==> src/rtl/rvseed_ifu_pkg.sv <==
// rtl/rvseed_ifu_pkg.sv - shared widths, reset PC, NOP encoding and IFU state type
package rvseed_ifu_pkg;

  localparam int unsigned RV_CPU_WIDTH  = 32;
  localparam logic [31:0] RV_RESET_PC   = 32'h0000_0000;
  localparam int unsigned RV_INST_BYTES = 4;
  localparam logic [31:0] RV_NOP        = 32'h0000_0013;

  typedef enum logic [1:0] {
    ST_IDLE = 2'd0,
    ST_REQ  = 2'd1,
    ST_WAIT = 2'd2,
    ST_HOLD = 2'd3
  } ifu_state_e;

endpackage

==> src/rtl/rvseed_ifu_if.sv <==
// rtl/rvseed_ifu_if.sv - fetch bus: imem req/gnt/rvalid, decode stall/redirect, IF/ID delivery
interface rvseed_ifu_if #(
  parameter int unsigned CPU_WIDTH = 32
);

  logic                 imem_req;
  logic [CPU_WIDTH-1:0] imem_addr;
  logic                 imem_gnt;
  logic                 imem_rvalid;
  logic [CPU_WIDTH-1:0] imem_rdata;
  logic                 stall;
  logic                 redirect_en;
  logic [CPU_WIDTH-1:0] redirect_pc;
  logic                 ifu2idu_en;
  logic [CPU_WIDTH-1:0] ifu2idu_pc;
  logic [CPU_WIDTH-1:0] ifu2idu_inst;

  modport master (
    output imem_req, imem_addr, ifu2idu_en, ifu2idu_pc, ifu2idu_inst,
    input  imem_gnt, imem_rvalid, imem_rdata, stall, redirect_en, redirect_pc
  );

  modport slave (
    input  imem_req, imem_addr, ifu2idu_en, ifu2idu_pc, ifu2idu_inst,
    output imem_gnt, imem_rvalid, imem_rdata, stall, redirect_en, redirect_pc
  );

endinterface

==> src/rtl/rvseed_ifu_skid_buf.sv <==
// rtl/rvseed_ifu_skid_buf.sv - one-entry {pc, inst} buffer holding a response while decode stalls
module rvseed_ifu_skid_buf #(
  parameter int unsigned W = 32
) (
  input  logic         clk,
  input  logic         rst_n,
  input  logic         i_wr,
  input  logic         i_rd,
  input  logic         i_flush,
  input  logic [W-1:0] i_wr_pc,
  input  logic [W-1:0] i_wr_inst,
  output logic         o_full,
  output logic [W-1:0] o_pc,
  output logic [W-1:0] o_inst
);

  logic         r_full;
  logic [W-1:0] r_pc;
  logic [W-1:0] r_inst;

  // flush beats write beats read
  always_ff @(posedge clk or negedge rst_n) begin
    if (!rst_n) begin
      r_full <= 1'b0;
      r_pc   <= '0;
      r_inst <= '0;
    end else if (i_flush) begin
      r_full <= 1'b0;
    end else if (i_wr) begin
      r_full <= 1'b1;
      r_pc   <= i_wr_pc;
      r_inst <= i_wr_inst;
    end else if (i_rd) begin
      r_full <= 1'b0;
    end
  end

  assign o_full = r_full;
  assign o_pc   = r_pc;
  assign o_inst = r_inst;

endmodule

==> src/rtl/rvseed_ifu.sv <==
// rtl/rvseed_ifu.sv - rvseed instruction fetch unit, one imem request outstanding
// RVSEED_IFU_MISALIGN_CHK_EN adds the sticky ifu_misalign_err output and word-aligns redirect targets.
module rvseed_ifu
  import rvseed_ifu_pkg::*;
#(
  parameter int unsigned          CPU_WIDTH  = RV_CPU_WIDTH,
  parameter logic [CPU_WIDTH-1:0] RESET_PC   = RV_RESET_PC,
  parameter int unsigned          INST_BYTES = RV_INST_BYTES
) (
  input  logic         clk,
  input  logic         rst_n,
`ifdef RVSEED_IFU_MISALIGN_CHK_EN
  output logic         ifu_misalign_err,
`endif
  rvseed_ifu_if.master bus
);

  ifu_state_e           r_state, w_state_nxt;
  logic [CPU_WIDTH-1:0] r_fetch_pc, w_fetch_pc_nxt;
  logic [CPU_WIDTH-1:0] r_req_pc, w_req_pc_nxt;
  logic [CPU_WIDTH-1:0] r_last_pc, r_last_inst;
  logic [CPU_WIDTH-1:0] w_redir_pc, w_src_pc, w_src_inst, w_buf_pc, w_buf_inst;
  logic                 r_kill, w_kill_nxt;
  logic                 w_buf_wr, w_buf_rd, w_buf_full, w_live, w_en;

`ifdef RVSEED_IFU_MISALIGN_CHK_EN
  logic r_misalign_err;

  assign w_redir_pc = {bus.redirect_pc[CPU_WIDTH-1:2], 2'b00};

  always_ff @(posedge clk or negedge rst_n) begin
    if (!rst_n)
      r_misalign_err <= 1'b0;
    else if (bus.redirect_en && (bus.redirect_pc[1:0] != 2'b00))
      r_misalign_err <= 1'b1;
  end

  assign ifu_misalign_err = r_misalign_err;
`else
  assign w_redir_pc = bus.redirect_pc;
`endif

  // a response is live only if no redirect happened since its request was granted
  assign w_live     = (r_state == ST_WAIT) && bus.imem_rvalid && !r_kill;
  assign w_en       = !bus.redirect_en && !bus.stall && (w_buf_full || w_live);
  assign w_src_pc   = w_buf_full ? w_buf_pc   : r_req_pc;
  assign w_src_inst = w_buf_full ? w_buf_inst : bus.imem_rdata;
  assign w_buf_rd   = w_en && w_buf_full;

  always_ff @(posedge clk or negedge rst_n) begin
    if (!rst_n)
      r_state <= ST_IDLE;
    else
      r_state <= w_state_nxt;
  end

  always_comb begin
    w_state_nxt    = r_state;
    w_fetch_pc_nxt = r_fetch_pc;
    w_req_pc_nxt   = r_req_pc;
    w_kill_nxt     = r_kill;
    w_buf_wr       = 1'b0;
    case (r_state)
      ST_IDLE: w_state_nxt = ST_REQ;
      ST_REQ: begin
        if (bus.imem_gnt) begin
          w_req_pc_nxt   = r_fetch_pc;
          w_fetch_pc_nxt = r_fetch_pc + CPU_WIDTH'(INST_BYTES);
          w_state_nxt    = ST_WAIT;
        end
      end
      ST_WAIT: begin
        if (bus.imem_rvalid) begin
          w_kill_nxt  = 1'b0;
          w_buf_wr    = w_live && bus.stall && !bus.redirect_en;
          w_state_nxt = w_buf_wr ? ST_HOLD : ST_REQ;
        end
      end
      ST_HOLD: begin
        if (!bus.stall)
          w_state_nxt = ST_REQ;
      end
      default: w_state_nxt = ST_IDLE;
    endcase

    // redirect overrides; a request already granted but not yet answered must be killed
    if (bus.redirect_en) begin
      w_fetch_pc_nxt = w_redir_pc;
      if (((r_state == ST_REQ) && bus.imem_gnt) ||
          ((r_state == ST_WAIT) && !bus.imem_rvalid)) begin
        w_kill_nxt  = 1'b1;
        w_state_nxt = ST_WAIT;
      end else begin
        w_state_nxt = ST_REQ;
      end
    end
  end

  always_ff @(posedge clk or negedge rst_n) begin
    if (!rst_n) begin
      r_fetch_pc  <= RESET_PC;
      r_req_pc    <= RESET_PC;
      r_kill      <= 1'b0;
      r_last_pc   <= RESET_PC;
      r_last_inst <= CPU_WIDTH'(RV_NOP);
    end else begin
      r_fetch_pc <= w_fetch_pc_nxt;
      r_req_pc   <= w_req_pc_nxt;
      r_kill     <= w_kill_nxt;
      if (w_en) begin
        r_last_pc   <= w_src_pc;
        r_last_inst <= w_src_inst;
      end
    end
  end

  rvseed_ifu_skid_buf #(
    .W (CPU_WIDTH)
  ) u_skid_buf (
    .clk       (clk),
    .rst_n     (rst_n),
    .i_wr      (w_buf_wr),
    .i_rd      (w_buf_rd),
    .i_flush   (bus.redirect_en),
    .i_wr_pc   (r_req_pc),
    .i_wr_inst (bus.imem_rdata),
    .o_full    (w_buf_full),
    .o_pc      (w_buf_pc),
    .o_inst    (w_buf_inst)
  );

  assign bus.imem_req     = (r_state == ST_REQ);
  assign bus.imem_addr    = r_fetch_pc;
  assign bus.ifu2idu_en   = w_en;
  assign bus.ifu2idu_pc   = w_en ? w_src_pc   : r_last_pc;
  assign bus.ifu2idu_inst = w_en ? w_src_inst : r_last_inst;

endmodule
==> src/flat_wrapper.sv <==
// flat-port wrapper written by rule: the top's interface ports become plain ports
module rvseed_ifu_flat import rvseed_ifu_pkg::*;
#(
  parameter int unsigned          CPU_WIDTH  = RV_CPU_WIDTH,
  parameter logic [CPU_WIDTH-1:0] RESET_PC   = RV_RESET_PC,
  parameter int unsigned          INST_BYTES = RV_INST_BYTES
)
  (clk, rst_n, bus_imem_req, bus_imem_addr, bus_ifu2idu_en, bus_ifu2idu_pc, bus_ifu2idu_inst, bus_imem_gnt, bus_imem_rvalid, bus_imem_rdata, bus_stall, bus_redirect_en, bus_redirect_pc);
  rvseed_ifu_if #(.CPU_WIDTH(CPU_WIDTH)) bus_i ();
  input  logic clk;
  input  logic rst_n;
  output wire logic [$bits(bus_i.imem_req)-1:0] bus_imem_req;
  output wire logic [$bits(bus_i.imem_addr)-1:0] bus_imem_addr;
  output wire logic [$bits(bus_i.ifu2idu_en)-1:0] bus_ifu2idu_en;
  output wire logic [$bits(bus_i.ifu2idu_pc)-1:0] bus_ifu2idu_pc;
  output wire logic [$bits(bus_i.ifu2idu_inst)-1:0] bus_ifu2idu_inst;
  input wire logic [$bits(bus_i.imem_gnt)-1:0] bus_imem_gnt;
  input wire logic [$bits(bus_i.imem_rvalid)-1:0] bus_imem_rvalid;
  input wire logic [$bits(bus_i.imem_rdata)-1:0] bus_imem_rdata;
  input wire logic [$bits(bus_i.stall)-1:0] bus_stall;
  input wire logic [$bits(bus_i.redirect_en)-1:0] bus_redirect_en;
  input wire logic [$bits(bus_i.redirect_pc)-1:0] bus_redirect_pc;
  assign bus_imem_req = bus_i.imem_req;
  assign bus_imem_addr = bus_i.imem_addr;
  assign bus_ifu2idu_en = bus_i.ifu2idu_en;
  assign bus_ifu2idu_pc = bus_i.ifu2idu_pc;
  assign bus_ifu2idu_inst = bus_i.ifu2idu_inst;
  assign bus_i.imem_gnt = bus_imem_gnt;
  assign bus_i.imem_rvalid = bus_imem_rvalid;
  assign bus_i.imem_rdata = bus_imem_rdata;
  assign bus_i.stall = bus_stall;
  assign bus_i.redirect_en = bus_redirect_en;
  assign bus_i.redirect_pc = bus_redirect_pc;
  rvseed_ifu #(.CPU_WIDTH(CPU_WIDTH), .RESET_PC(RESET_PC), .INST_BYTES(INST_BYTES)) u_core (.clk(clk), .rst_n(rst_n), .bus(bus_i));
endmodule
==> config.mk <==
export PLATFORM = sky130hd
export DESIGN_NAME = rvseed_ifu_flat
export DESIGN_NICKNAME = d
export VERILOG_FILES = /design/src/rtl/rvseed_ifu_pkg.sv /design/src/rtl/rvseed_ifu_if.sv /design/src/rtl/rvseed_ifu_skid_buf.sv /design/src/rtl/rvseed_ifu.sv /design/src/flat_wrapper.sv
export SDC_FILE = /design/constraint.sdc
export NUM_CORES = 1
export LEC_CHECK = 0
export BUFFER_PORTS_ARGS = -buffer_cell sky130_fd_sc_hd__buf_2
export CORE_ASPECT_RATIO = 0.75
export CORE_MARGIN = 2
export CORE_UTILIZATION = 35
export DETAILED_ROUTE_END_ITERATION = 7
export SYNTH_ARGS = -nofsm -noshare
export SYNTH_HDL_FRONTEND = slang
export SYNTH_SLANG_ARGS = --single-unit
==> constraint.sdc <==
create_clock -name clk -period 5.4 [get_ports clk]
set_input_delay 1.08 -clock clk [delete_from_list [all_inputs] [get_ports clk]]
set_output_delay 1.08 -clock clk [all_outputs]
set_load 0.005 [all_outputs]
==> run summary <==
Status = finished, final reports clean
Via density per instance = 5.021
Clk slew on worst S/H paths = 0.07 ns
CP most frequent cell = buf_2
First-pass GRT wire length = 33,240 um
Syn Inst Count = 727
Number of global-route vias before repair = 5,994
CP peak stage delay = 0.64 ns
Kind of critical path = input pin to primary output
Antenna violations before repair = 0
Hold-critical path depth = 2
Critical path peak fanout = 22
Post-synthesis simple-gate area fraction = 10.42%
Max layer used = met4
Asr flop ratio synth = 100.0%
Seq/Total Area, Yosys = 57.27%
Clock Path Buffers = 2
GPL Wtd Cong = 0.7800
Top cell type by total area after synthesis = dfrtp_1
Num rows = 49
CP Buf/Inv Count = 4
Total net switching power = 1458 uW
Final Max Tran Viols = 0
Slew headroom = 27.86%
Power share of the sequential group = 47.9%
Top post-synthesis cells by area = dfrtp_1 56%, mux2_2 12%, mux2i_1 7.7%
Tot Pwr = 4848 uW
Synth Area in Adders = 0.5839%
Final TNS setup = 0 ns
Postcts setup bufs = 0
GRT Overall Usage = 16.64%
H-tree depth reported by CTS = 4
ANT cells = 0
P_leak = 0.004648 uW
Fmax = 247.8 MHz
Hold EP = u_core.r_kill$_DFF_PN0_
Max_cap viols = 0
R2R Setup Slk = 2.87 ns
Detailed Place HPWL = 13,740 um
Largest net degree at the start of global routing = 125
Antenna-violating nets left = 0
Post-synth EDFFs = 0
Synthesis-to-finish area growth = 20.72%
Post-synth top cells = 193 x dfrtp_1, 94 x mux2_2, 77 x nor2_1
Core box area = 24,030 um2
CP required = 4.32 ns
Post-synthesis register bit count = 196
Largest family of logic cells by synthesized area = multiplexers
Worst-Margin Slew = 1.082 ns
DRT iter0 DRCs = 295
Mux cell area share after synthesis = 20.06%
Reg2Reg Depth = 6
Chip Width = 184.7 um
Post-CTS sizing = 0
Worst r2r dst = u_core.r_state[1]$_DFFE_PN0P_
Clock tree from TritonCTS = done
Switching share of power = 30.09%
Initial Utilization = 35.66%
Post-Route M1 WL = 10,520 um
Most numerous cell in the Yosys netlist = dfrtp_1
Via count = 6,120
Proportion of layout cells with a drive suffix above 1 = 34.57%
Crit path max-delay cell type = a211oi_4
# setup viols final = 0
Post-route minimum period = 4.036 ns
Root Buffer = clkbuf_16
Ports = 168
DRC = 0
Synth Area in Compound Gates = 8.044%
GR Overflow Total = 0
Count of different cell masters after synthesis = 44
Crit path launch type = input pin
PwrDens = 468.5 nW/um2
Num CTS Buffers = 17
Worst Clk Skew = 0.009406 ns
Routed WL per cell = 16.98 um
Post-synthesis xor/xnor area fraction = 1.124%
Hold/Removal Path Class = register to register
Clock Latency Late Sink = 0.43 ns
Clk pwr share = 25.4%
Arr. time, crit path = 2.96 ns
Int Pwr = 3389 uW
Fin crit share = 74.73%
Hold Vio Cnt, Final = 0
Maximum vdd drop = 218.3 uV
Routed length on met2 = 9014 um
Top_reg_cell synth = dfrtp_1
Post-synth design cell area = 8571 um2
Hold wc startpoint = u_core.r_kill$_DFF_PN0_
Avg Inst Size Synth = 11.79 um2
Cell family with most CP delay = compound AO/OA/AOI/OAI gates
Routed wire length = 20,700 um
RSZ-0062 raised after global routing = false
Syn nets = 801
I/O Buffers = 167
Full die area = 25,770 um2
Post-layout nets = 950
Synth top area share = 56.35%
Die height = 139.5 um
FF-to-FF Start = u_core.r_state[1]$_DFFE_PN0P_
CTS sink count = 196
Setup crit end kind = primary output
DRT Pass-1 Iters = 4
Syn. warnings = 0
Combinational share of power = 26.6%
Hold-fix buffers, CTS = 0
Met3 routed WL = 928 um
Critical path, cell by cell = buf_2, nand3b_1, a211oi_4, buf_12, buf_4, nor2_1, a21oi_1, buf_2
==> registers in the layout (all words and copies together) (netlist names) <==
register                  cells
u_core.u_skid_buf.o_full      1
u_core.r_last_pc             32
u_core.r_last_inst           32
u_core.u_skid_buf.o_inst     32
u_core.bus.imem_addr         32
u_core.u_skid_buf.o_pc       32
u_core.r_req_pc              32
u_core.r_kill                 1
u_core.r_state                2
==> power groups by stage <==
stage / logic [uW] / clock network, uW / registers (uW)
finish: 1290 / 1230 / 2320
global route: 1460 / 1340 / 2390
CTS: 1320 / 1290 / 2330
detailed placement: 1310 / 0 / 2350
global placement: 1290 / 0 / 2340
floorplan: 819 / 0 / 2260
==> through the flow <==
stage | setup WS (ns) | hold WS, ns | area (um2) | utilization, % | cells
final | 1.364 | 0.4964 | 10350 | 43.05 | 1219
after floorplan | 2.020 | 0.4368 | 8571 | - | 727
after global routing | 1.182 | 0.4976 | 10350 | 43.05 | 1219
after global placement | 1.416 | 0.4665 | 9786 | 40.72 | 1188
after CTS | 1.341 | 0.4900 | 10350 | 43.05 | 1219
after detailed placement | 1.354 | 0.4711 | 9786 | 40.72 | 1188
==> cell families (layout without fill, tap and decap cells) <==
logic type | Yosys count | after routing
buffers and inverters | 54 | 215
flip-flops | 196 | 196
AO/OA/AOI/OAI | 120 | 120
multiplexers | 160 | 160
XOR/XNOR | 11 | 11
AND/OR/NAND/NOR | 182 | 182
adder cells (fa/ha/maj) | 4 | 4
==> final cells by class <==
class	instances	area [um2]
clock buffers	22	454.2
clock inverters	9	106.4
fillers	2332	13690
inverters	8	30.03
multi-input cells	477	3467
flip-flops and latches	196	4912
well taps	331	414.1
repair buffers	176	962.2
==> worst reg2reg max path, delay by kind of cell, from the launching register on <==
kind / cells / cell delay (ns)
simple gates: 1 / 0.81
fa+ha+maj: 1 / 0.37
compound gates: 3 / 0.78
flops: 1 / 0.42
buf+inv: 1 / 0.07
==> worst max-delay path by stage <==
| stage | start | endpoint | slack, ns | cells past startpoint |
|---|---|---|---|---|
| 2_1_floorplan | bus_imem_rvalid | bus_ifu2idu_inst[17] | 2.02 | 6 |
| 3_3_place_gp | bus_imem_rvalid | bus_ifu2idu_pc[7] | 1.42 | 8 |
| 3_5_place_dp | bus_imem_rvalid | bus_ifu2idu_pc[17] | 1.35 | 8 |
| 4_1_cts | bus_imem_rvalid | bus_ifu2idu_pc[17] | 1.34 | 8 |
| 5_1_grt | u_core.r_state[0]$_DFFE_PN0P_ | bus_ifu2idu_pc[7] | 1.18 | 9 |
| 6_report | bus_imem_rvalid | bus_ifu2idu_pc[17] | 1.36 | 8 |
==> cells in the final DEF (no fill, tap or decap), types with 16 or more instances in the layout <==
cell type	count
a21oi_1	66
buf_2	166
clkbuf_16	17
dfrtp_1	192
mux2_2	94
mux2i_1	66
nand2_1	33
nand3_1	18
nor2_1	77
o21ai_0	18
or4_1	16
==> layer usage <==
| layer | GRT usage, % | vias to the layer above |
|---|---|---|
| met2 | 23.78 | 135 |
| met4 | 4.762 | 0 |
| met3 | 3.926 | 21 |
| li1 | - | 2901 |
| met5 | 0 | - |
| met1 | 24.99 | 3063 |
(Power assumes the default switching activity.)
